[src/rtl/code_pkg.sv]
// Shared constants for the code sender and the sequence lock it drives:
// code geometry, the factory default code, lock status encodings and the
// sender FSM state encodings.
`timescale 1ns/1ps
package code_pkg;

  localparam int DIGIT_W    = 4;
  localparam int NUM_DIGITS = 6;

  // Factory default code, identical to the one hard-wired into the lock.
  localparam logic [DIGIT_W-1:0] D0 = 4'd5;
  localparam logic [DIGIT_W-1:0] D1 = 4'd7;
  localparam logic [DIGIT_W-1:0] D2 = 4'd5;
  localparam logic [DIGIT_W-1:0] D3 = 4'd1;
  localparam logic [DIGIT_W-1:0] D4 = 4'd6;
  localparam logic [DIGIT_W-1:0] D5 = 4'd4;

  // Lock status display encodings.
  localparam logic [1:0] ST_WAIT    = 2'b00;
  localparam logic [1:0] ST_PARTIAL = 2'b01;
  localparam logic [1:0] ST_SUCCESS = 2'b10;
  localparam logic [1:0] ST_ERROR   = 2'b11;

  // Sender FSM states, kept as plain constants for compatibility with
  // existing debug tooling that decodes the raw state value.
  localparam logic [2:0] S_IDLE = 3'd0;
  localparam logic [2:0] S_LRST = 3'd1;
  localparam logic [2:0] S_SEND = 3'd2;
  localparam logic [2:0] S_GAP  = 3'd3;
  localparam logic [2:0] S_WAIT = 3'd4;
  localparam logic [2:0] S_DONE = 3'd5;

  // Outcome of the current or most recent run.
  typedef struct packed {
    logic       success;
    logic       fail;
    logic [1:0] retry_count;
  } result_t;

  // Default digit for a code slot; slots beyond the default code read 0.
  function automatic logic [DIGIT_W-1:0] default_digit(input int slot);
    case (slot)
      0:       return D0;
      1:       return D1;
      2:       return D2;
      3:       return D3;
      4:       return D4;
      5:       return D5;
      default: return '0;
    endcase
  endfunction

endpackage

[src/rtl/code_store.sv]
// Programmable code register file: NUM_DIGITS slots of DIGIT_W bits,
// reset to the default code, one guarded write port, async read port.
`timescale 1ns/1ps
module code_store #(
  parameter int NUM_DIGITS = code_pkg::NUM_DIGITS,
  parameter int DIGIT_W    = code_pkg::DIGIT_W
) (
  input  logic               clock,
  input  logic               reset,
  input  logic               wr_en,
  input  logic [2:0]         wr_idx,
  input  logic [DIGIT_W-1:0] wr_digit,
  input  logic [2:0]         rd_idx,
  output logic [DIGIT_W-1:0] rd_digit
);
  import code_pkg::*;

  logic [DIGIT_W-1:0] mem_q [NUM_DIGITS];
  logic [DIGIT_W-1:0] mem_d [NUM_DIGITS];

  // Next-state of the register file: only an existing slot can match
  // wr_idx, so out-of-range indices write nothing.
  always_comb begin
    // NOTE: start from the held value so every path assigns mem_d; a
    // missing default here would infer latches.
    mem_d = mem_q;
    for (int i = 0; i < NUM_DIGITS; i++) begin
      // NOTE: blocking assignments in combinational logic, non-blocking
      // only in clocked blocks.
      if (wr_en && (wr_idx == 3'(i))) mem_d[i] = wr_digit;
    end
  end

  // Slot registers with reset to the default code.
  always_ff @(posedge clock or posedge reset) begin
    if (reset) begin
      // NOTE: this is a small flop array, not a RAM macro, so it can and
      // must be reset: the default code has to be present after reset.
      for (int i = 0; i < NUM_DIGITS; i++) mem_q[i] <= DIGIT_W'(default_digit(i));
    end else begin
      mem_q <= mem_d;
    end
  end

  // Asynchronous read mux.
  always_comb begin
    rd_digit = '0;
    for (int i = 0; i < NUM_DIGITS; i++) begin
      if (rd_idx == 3'(i)) rd_digit = mem_q[i];
    end
  end

endmodule

[src/rtl/code_sender.sv]
// Code sender: replays the stored code into a sequence lock one digit per
// step, watches the lock status and retries a bounded number of times.
`timescale 1ns/1ps
module code_sender #(
  parameter int NUM_DIGITS     = code_pkg::NUM_DIGITS,
  parameter int DIGIT_W        = code_pkg::DIGIT_W,
  parameter int GAP_CYCLES     = 0,
  parameter int TIMEOUT_CYCLES = 8,
  parameter int MAX_RETRIES    = 2
) (
  input  logic               clock,
  input  logic               reset,
  input  logic               start,
  input  logic               load_en,
  input  logic [2:0]         load_idx,
  input  logic [DIGIT_W-1:0] load_digit,
  input  logic [1:0]         lock_status,
  output logic [DIGIT_W-1:0] number,
  output logic               number_valid,
  output logic               lock_rst,
  output logic               busy,
  output logic               done,
  output logic               success,
  output logic               fail,
  output logic [1:0]         retry_count
);
  import code_pkg::*;

  // One counter serves both the inter-digit gap and the WAIT timer.
  localparam int CNT_MAX_A = (TIMEOUT_CYCLES > GAP_CYCLES) ? TIMEOUT_CYCLES : GAP_CYCLES;
  localparam int CNT_MAX   = (CNT_MAX_A > 1) ? CNT_MAX_A : 1;
  localparam int CNT_W     = $clog2(CNT_MAX + 1);

  localparam logic [CNT_W-1:0] GAP_LAST     = CNT_W'((GAP_CYCLES > 0) ? GAP_CYCLES - 1 : 0);
  localparam logic [CNT_W-1:0] TIMEOUT_LAST = CNT_W'((TIMEOUT_CYCLES > 0) ? TIMEOUT_CYCLES - 1 : 0);
  localparam logic [2:0]       LAST_IDX     = 3'(NUM_DIGITS - 1);
  localparam logic [1:0]       RETRY_MAX    = 2'(MAX_RETRIES);

  logic [2:0]         state_q, state_d;
  logic [2:0]         idx_q, idx_d;
  logic [CNT_W-1:0]   cnt_q, cnt_d;
  result_t            res_q, res_d;
  logic [DIGIT_W-1:0] number_q, number_d;
  logic               number_valid_q, number_valid_d;
  logic               lock_rst_q, lock_rst_d;
  logic               done_q, done_d;
  logic [DIGIT_W-1:0] code_digit;
  logic               status_fail;

  // Code is only writable while no attempt is in flight.
  code_store #(
    .NUM_DIGITS (NUM_DIGITS),
    .DIGIT_W    (DIGIT_W)
  ) u_store (
    .clock    (clock),
    .reset    (reset),
    .wr_en    (load_en && !busy),
    .wr_idx   (load_idx),
    .wr_digit (load_digit),
    .rd_idx   (idx_d),
    .rd_digit (code_digit)
  );

  assign status_fail = (lock_status == ST_PARTIAL) || (lock_status == ST_ERROR);

  // FSM next-state, digit index, shared counter and run result.
  always_comb begin
    state_d = state_q;
    idx_d   = idx_q;
    cnt_d   = cnt_q;
    res_d   = res_q;
    case (state_q)
      S_IDLE, S_DONE: begin
        if (start) begin
          state_d = S_LRST;
          res_d   = '0;
        end
      end
      S_LRST: begin
        idx_d   = '0;
        cnt_d   = '0;
        state_d = S_SEND;
      end
      S_SEND: begin
        cnt_d = '0;
        if (GAP_CYCLES > 0) begin
          state_d = S_GAP;
        end else if (idx_q == LAST_IDX) begin
          state_d = S_WAIT;
        end else begin
          idx_d = idx_q + 3'd1;
        end
      end
      S_GAP: begin
        if (cnt_q == GAP_LAST) begin
          cnt_d = '0;
          if (idx_q == LAST_IDX) begin
            state_d = S_WAIT;
          end else begin
            idx_d   = idx_q + 3'd1;
            state_d = S_SEND;
          end
        end else begin
          cnt_d = cnt_q + CNT_W'(1);
        end
      end
      S_WAIT: begin
        cnt_d = cnt_q + CNT_W'(1);
        // The lock's display lags by one cycle, so the first WAIT cycle
        // (cnt_q == 0) still shows the previous attempt and is ignored.
        if ((cnt_q != '0) && (lock_status == ST_SUCCESS)) begin
          state_d       = S_DONE;
          res_d.success = 1'b1;
        end else if (((cnt_q != '0) && status_fail) || (cnt_q == TIMEOUT_LAST)) begin
          if (res_q.retry_count < RETRY_MAX) begin
            res_d.retry_count = res_q.retry_count + 2'd1;
            state_d           = S_LRST;
          end else begin
            state_d    = S_DONE;
            res_d.fail = 1'b1;
          end
        end
      end
      default: state_d = S_IDLE;
    endcase
  end

  // Registered outputs derived from the upcoming state so they line up
  // with the state they belong to.
  always_comb begin
    number_valid_d = (state_d == S_SEND);
    number_d       = (state_d == S_SEND) ? code_digit : number_q;
    lock_rst_d     = (state_d == S_LRST);
    done_d         = (state_d == S_DONE) && (state_q != S_DONE);
  end

  // State and output registers; reset aborts any run without a done pulse.
  always_ff @(posedge clock or posedge reset) begin
    if (reset) begin
      state_q        <= S_IDLE;
      idx_q          <= '0;
      cnt_q          <= '0;
      res_q          <= '0;
      number_q       <= '0;
      number_valid_q <= 1'b0;
      lock_rst_q     <= 1'b0;
      done_q         <= 1'b0;
    end else begin
      state_q        <= state_d;
      idx_q          <= idx_d;
      cnt_q          <= cnt_d;
      res_q          <= res_d;
      number_q       <= number_d;
      number_valid_q <= number_valid_d;
      lock_rst_q     <= lock_rst_d;
      done_q         <= done_d;
    end
  end

  assign busy         = (state_q != S_IDLE) && (state_q != S_DONE);
  assign number       = number_q;
  assign number_valid = number_valid_q;
  assign lock_rst     = lock_rst_q;
  assign done         = done_q;
  assign success      = res_q.success;
  assign fail         = res_q.fail;
  assign retry_count  = res_q.retry_count;

endmodule

[config.mk]
export PLATFORM = sky130hd
export DESIGN_NAME = code_sender
export DESIGN_NICKNAME = d
export VERILOG_FILES = /design/src/rtl/code_pkg.sv /design/src/rtl/code_store.sv /design/src/rtl/code_sender.sv
export SDC_FILE = /design/constraint.sdc
export NUM_CORES = 1
export LEC_CHECK = 0
export BUFFER_PORTS_ARGS = -buffer_cell sky130_fd_sc_hd__buf_4
export CORE_MARGIN = 3
export CORE_UTILIZATION = 59
export CTS_CLUSTER_SIZE = 16
export DETAILED_ROUTE_END_ITERATION = 10
export MAX_ROUTING_LAYER = met4
export PLACE_DENSITY = 0.8
export SLEW_MARGIN = 20
export SYNTH_ARGS = -nofsm -noshare
export SYNTH_HDL_FRONTEND = slang
export SYNTH_SLANG_ARGS = --single-unit
[constraint.sdc]
create_clock -name clock -period 2.75 [get_ports clock]
set_clock_uncertainty 0.1 [all_clocks]
set_input_delay 0 -clock clock [delete_from_list [all_inputs] [get_ports clock]]
set_output_delay 0 -clock clock [all_outputs]
set_load 0.01 [all_outputs]
# --- Yosys cells after proc, flatten, opt, wreduce, memory -nomap -nowiden ---
# Index checks and enable logic that the tools add are counted.
word_totals:
  regBits: 45
  input_bits: 13
  output_inout_bits: 12
  elab_cells: 103
op_classes:
  add_sub_neg: 3
  order_cmp: 1
  n_eq_ne: 30
  mux: 26
  n_reduce_logical: 27
op_table:
  columns: ["op", "n"]
  rows:
  - ["two-way mux 3 bit", 11]
  - ["two-way mux 4 bit", 8]
  - ["== test 3 bit (second input constant)", 8]
  - ["== test 3 x 2 -> 1 bit (second input constant)", 7]
  - ["one-hot mux 3 bit (5 select lines)", 1]
  - ["== test 3 x 1 -> 1 bit (second input constant)", 4]
  - ["!= test 2 bit (second input constant)", 6]
  - ["one-hot mux 4 bit (3 select lines)", 1]
  - ["logical AND 1 bit", 11]
  - ["AND reduction 5 bit", 2]
  - ["logical NOT 3 bit", 3]
  - ["one-hot mux 3 bit (3 select lines)", 1]
  - ["one-hot mux 4 bit (2 select lines)", 1]
  - ["nonzero test 3 bit", 2]
  - ["adder 4 x 1 -> 4 bit (second input constant)", 1]
  - ["== test 2 bit (second input constant)", 2]
  - ["== test 4 x 3 -> 1 bit (second input constant)", 1]
  - ["logical NOT 4 bit", 1]
  - ["nonzero test 4 bit", 1]
  - ["OR reduction 2 bit", 2]
  - ["adder 3 x 1 -> 3 bit (second input constant)", 1]
  - ["!= test 3 bit (second input constant)", 1]
  - ["AND reduction 3 bit", 1]
  - ["adder 2 x 1 -> 2 bit (second input constant)", 1]
  - ["7 further kinds", 9]

# --- Logic depth before layout (Yosys ltp) ---
depth:
  ltp_word: 11
  ltp_mapped: 10
  ltp_nobuf: 9

# --- Cells and area by module ---
# Synthesis repeated with hierarchy kept, for this count alone.
hier_totals:
  hier_cells: 201
  hier_area_um2: 2356.0
by_module_without_submodules:
  columns: ["module", "instances", "cells_each", "area_per_inst_um2", "seq_area_each_um2"]
  rows:
  - ["code_store", 1, 79, 1187.4, 614.3]
  - ["code_sender", 1, 122, 1168.6, 525.5]

# --- Worst setup path after synthesis ---
# Ideal clock, no wire load.
synth_path:
  kind: "reg-to-reg"
  from: "register cnt_q[0]"
  to: "register number_q[3], in the netlist number[3]"
  arrival_ns: 2.217
  required_ns: 2.522
  path_slack_ns: 0.305
  path_stages_with_launch: 11
  n_path_buf: 1
  path_cell_list: "dfrtp_1 -> inv_1 -> ha_1 -> or3b_4 -> a21oi_1 -> o211ai_1 -> a21oi_4 -> buf_6 -> mux2_4 -> o31ai_1 -> a21oi_1"
synth_between:
  elab_chain_len: 10
  elab_cells_between_ends: 25
  cone_classes: "eq/ne: 7; mux: 12; reduce/logical: 6"
synth_rtl:
  columns: ["item", "line_no", "rtl"]
  rows:
  - ["from (decl)", "code_sender.sv:41", "logic [CNT_W-1:0] cnt_q, cnt_d;"]
  - ["from (signal assigned)", "code_sender.sv:151", "cnt_q <= cnt_d;"]
  - ["logical NOT 4 bit", "code_sender.sv:95", "if (cnt_q == GAP_LAST) begin"]
  - ["two-way mux 3 bit", "code_sender.sv:95", null]
  - ["one-hot mux 3 bit (3 select lines)", "code_sender.sv:72", "case (state_q)"]
  - ["logical NOT 3 bit", "code_store.sv:49", "if (rd_idx == 3'(i)) rd_digit = mem_q[i];"]
  - ["two-way mux 4 bit (6 in series)", "code_store.sv:49", null]
  - ["to (signal assigned)", "code_sender.sv:153", "number_q <= number_d;"]
  - ["to (decl)", "code_sender.sv:43", "logic [DIGIT_W-1:0] number_q, number_d;"]
# Several ways; a longest one is shown, not always the timed one.
# A chain may end at the register's enable or synchronous reset.

# --- Worst setup path in the final report ---
layout_path:
  from: "register cnt_q[0]"
  to: "register number_q[3], in the netlist number[3]"
layout_between:
  elab_chain_len: 10
  elab_cells_between_ends: 25
  cone_classes: "eq/ne: 7; mux: 12; reduce/logical: 6"
layout_rtl:
  columns: ["item", "line_no", "rtl"]
  rows:
  - ["logical NOT 4 bit (*)", "code_sender.sv:95", null]
  - ["two-way mux 3 bit (*)", "code_sender.sv:95", null]
  - ["one-hot mux 3 bit (3 select lines) (*)", "code_sender.sv:72", null]
  - ["via idx_d[2]", "code_sender.sv:40", "logic [2:0] idx_q, idx_d;"]
  - ["logical NOT 3 bit", "code_store.sv:49", null]
  - ["two-way mux 4 bit (5 in series)", "code_store.sv:49", null]
  - ["two-way mux 4 bit (*)", "code_store.sv:49", null]
# Mark *: on every way through the listed nets, which the timed path passes. The rest lies on a longest branch.

==> results <==
- The die area is 5070 um^2.
- The share of the cycle needed by the critical path after routing is 94.4%.
- The sequential cells in the finished layout cover a total of 1140 um^2.
- Setup repair after global routing left no endpoint under its margin.
- The global-route wire length before repair is 9270 um.
- The start point of the worst hold path is load_idx[2].
- The TritonCTS clock tree is yes.
- By area the synthesized netlist is led by dfrtp_1, mux2_2, dfstp_2, a21oi_1, o21ai_0.
- The class of the worst hold path is primary input to flip-flop.
- The critical path capture point type is a flip-flop.
- Averaged over all synthesized cells, the footprint is 10.7 um^2.
- The depth of the critical timing path with buffers and inverters included is 10.
- Cell internal power was estimated by the tool at 0.00224 W.
- The proportion of register bits with asynchronous set or reset after synthesis is 100%.
- The number of synthesized register bits is 45.
- The clock insertion delay at the later pin of the skew report is 0.30 ns.
- The synthesized netlist occupies a cell area of 2510 um^2.
- The smallest clock period supported by the final layout is computed as 2.60 ns.
- The worst-path maximum fanout is 10.
- The layout has 290 filler cells.
- Counting distinct cell types in the post-synthesis netlist gives 53.
- The remaining number of nets flagged by the antenna check after routing is 0.
- The setup TNS is 0 ns.
- Broken down by cell family, the worst path's largest delay share belongs to simple AND/OR/NAND/NOR gates.
- Clock-pin slew was measured on the worst setup and hold paths at 0.09 ns.
- By startpoint and endpoint, the worst setup path is classified as flip-flop to flip-flop.
- In this run the biggest area consumer among cell types represents 33.9% of the synthesized area.
- The data arrival time of the critical path is 2.69 ns.
- Summing over every cut layer, the via total after detailed routing is 1948.
- The most numerous cell in the Yosys netlist is dfrtp_1.
- The least setup slack across all paths after layout is 0.154 ns.
- The total net switching power is 0.00141 W.
- The clock network burns 13.8% of the power.
- The tool flagged a number of max-cap violations equal to 0.
- For this design the ratio of total power to cell area is 1230 nW/um^2.
- The placer congestion estimate is 0.858.
- The initial standard-cell utilization of the core is 61.9%.
- On the critical path, the stage with the largest delay is an instance of dfrtp_1.
- The placeable core region is 4060 um^2.
- The standard-cell row count is 23.
- VDD sags by at most 688 uV.
- In this run the number of H-tree levels came out at 2.
- After detailed routing, the average wire length per cell comes to 16.8 um.
- The overall routed net length is 5510 um.
- Counting every net in the synthesized netlist gives 252.
- After global routing the overflow that remains totals 0.
- The count of final hold-check violations is 0.
- The via count of the first global-routing pass was 1935.
- The static leakage power is 1.31 nW.
- Based on the critical path, the design can be clocked at up to 385 MHz.
- During placement, the flow inserted port buffers numbering 24.
- The design area is 2970 um^2.
- The master cell of the clock root buffer is clkbuf_8.
- The number of violations reported at the end of detailed-routing iteration 0 is 135.
- At the pin with the least slew margin, the transition time is 0.740 ns.
- The endpoint of the worst hold path is u_store.mem_q[22].
- Along the worst hold path, the cell count comes to 3.
- The worst hold slack across all endpoints is 0.0343 ns.
- The clock drives 45 sinks.
- The startpoint of the lowest-slack register-to-register path is cnt_q[0].
- For this run, the detailed router's first-pass iteration total came to 5.
- The count of pins over their slew limit is 0.
- The first element of the critical path is cnt_q[0].
- From left edge to right edge, the die measures 71.2 um.
- Counting both buffers and inverters, the worst setup path holds a total of 2.
- The met3 track demand over resource is 5.33%.
- The post-synthesis sequential area ratio is 45.4%.
- The switching share of power is 38.6%.
- In the final layout, the multi-input gates occupy 1280 um^2.
- The met1 track demand over resource is 29.0%.
- In this design, the stage delay of the slowest critical-path cell is 0.44 ns.
- For this run, the leading register cell type out of synthesis is dfrtp_1.
- The pre-CTS setup slack is 0.155 ns.
- Dividing the detail-routed via count by the number of cells gives 5.94.
- The initial antenna violation count was 0.
- The core utilization of the finished layout is 73.3%.
- During synthesis, Yosys emitted a total of 0 warnings.
- The final antenna diode count is 0.
- The logic gate share of total power is 53.0%.
- The signal on the critical path passes through inv_1 -> ha_1 -> or3b_4 -> buf_4 -> nand2_2 -> a21boi_2 -> o21ai_4 -> or2b_2 -> o31ai_1 -> a21oi_1.
- The number of placed I/O pins is 25.
- Setup violations remaining at the end of the flow were counted as 0.
- The sequential power share is 33.2%.
- The global-route met2 utilization is 38.1%.
- By count the netlist is led by dfrtp_1, mux2_2, a21oi_1, nand2_1, nor2_1.
- The fraction of layout instances using a drive strength above 1 is 37.1%.
- The endpoint identified for the worst register-to-register timing path is number[3].
- The run finished with clean final reports.
- The top cell type by total area after synthesis is dfrtp_1.
- The net count of the finished layout is 294.
- From bottom edge to top edge, the die measures 71.2 um.
- The number of CTS-inserted buffers is 5.
- The busiest layer in global routing is met2.
- No sink is reached through more buffers than the 2 on the longest clock path.
- The total placed instance area is 2790 um^2.
- Measured against its own limit, the worst slew margin works out to 50.3%.
- The worst register-to-register path has a setup slack of 0.15 ns.
- Entering global routing, the biggest net connects 26 pins.
- Once detailed placement completed, the half-perimeter wirelength came to 3890 um.
- The kind of start point of the critical path is a flip-flop.
- Synthesis produced 235 cells.
- Data on the critical path is required at its endpoint by 2.84 ns.
- The count of cells along the worst register-to-register path is 10.
- In the global route stage, overall resource usage came out at 24.2%.
- The count of flip-flops with a built-in enable after synthesis is 0.
- For this run, design rule violations remaining after detail routing come to 0.
- From synthesis to final layout, the design area changed by 18.4%.
## timing repair
action / in CTS / in global routing
setup endpoints to repair: 0 / 1
hold endpoints to repair: 49 / 0
setup buffers: 0 / 2
hold buffers: 6 / 0
gates resized for setup: 0 / 0
## per-stage QoR
step	total power, W	instances
detailed placement	0.00307	312
floorplan	0.00256	235
finish	0.00365	328
global placement	0.00301	312
global route	0.00392	328
CTS	0.00359	326
## worst max path at each step
stage | slack [ns] | to
after floorplan | 0.30 | number[3]
after global placement | 0.19 | number[2]
after detailed placement | 0.15 | number[2]
after CTS | 0.13 | number[2]
after global routing | 0.03 | number[3]
final | 0.15 | number[3]
## final cells by class
type | count | share of cell area, %
clock inverters | 2 | 1.30
inverters | 12 | 1.52
flip-flops and latches | 45 | 38.3
multi-input cells | 170 | 42.9
well taps | 50 | 2.10
clock buffers | 6 | 2.44
repair buffers | 43 | 11.4
## flip-flops by register name (all words and copies together), names as in the netlist
register       count
idx_q              3
fail               1
done               1
cnt_q              4
success            1
retry_count        2
lock_rst           1
number_valid       1
u_store.mem_q     24
number             4
state_q            3
## worst register-to-register path, cell delays in order (launching register included)
cell and delay, ns:
dfrtp_1 0.44, inv_1 0.11, ha_1 0.17, or3b_4 0.38
buf_4 0.19, nand2_2 0.09, a21boi_2 0.07, o21ai_4 0.24
or2b_2 0.38, o31ai_1 0.26, a21oi_1 0.06
## cell usage in the layout, fill, tap and decap left out, types with 2 or more instances in the layout
cell / netlist / layout
dfstp_2: 11 / 11
a21boi_0: 2 / 2
nor2b_1: 2 / 2
clkbuf_8: 0 / 5
and2_1: 3 / 3
o21ai_0: 15 / 15
nand3b_1: 2 / 2
nand2b_1: 6 / 6
nand3_1: 6 / 6
nand2_1: 16 / 16
nor4_2: 2 / 2
inv_1: 12 / 11
dfrtp_1: 34 / 34
mux2i_1: 2 / 2
nor2_1: 16 / 16
a211o_1: 3 / 3
a21oi_1: 21 / 21
o31ai_1: 5 / 5
dlygate4sd3_1: 0 / 6
ha_1: 4 / 4
mux2_2: 31 / 31
buf_4: 0 / 37
nor3_1: 3 / 3
o211ai_1: 2 / 2
## power by group through the flow
stage | Clock (W) | Combinational, W | Sequential [W]
after floorplan | 0 | 0.00140 | 0.00115
after global placement | 0 | 0.00180 | 0.00121
after detailed placement | 0 | 0.00186 | 0.00122
after CTS | 0.000513 | 0.00187 | 0.00121
after global routing | 0.000537 | 0.00214 | 0.00125
final | 0.000502 | 0.00193 | 0.00121
## layer usage
layer | routed length [um] | vias up
li1 | - | 930
met1 | 2340 | 944
met2 | 2710 | 52
met3 | 231 | 22
met4 | 229 | 0
met5 | 0 | -
## cells by family after synthesis
kind of cell	synth area share [%]
simple gates	15.7
compound gates	16.8
flops	45.4
mux	15.3
buf+inv	3.74
fa+ha+maj	2.39
xor+xnor	0.698
Note: power is estimated with default switching activity, not from simulation.
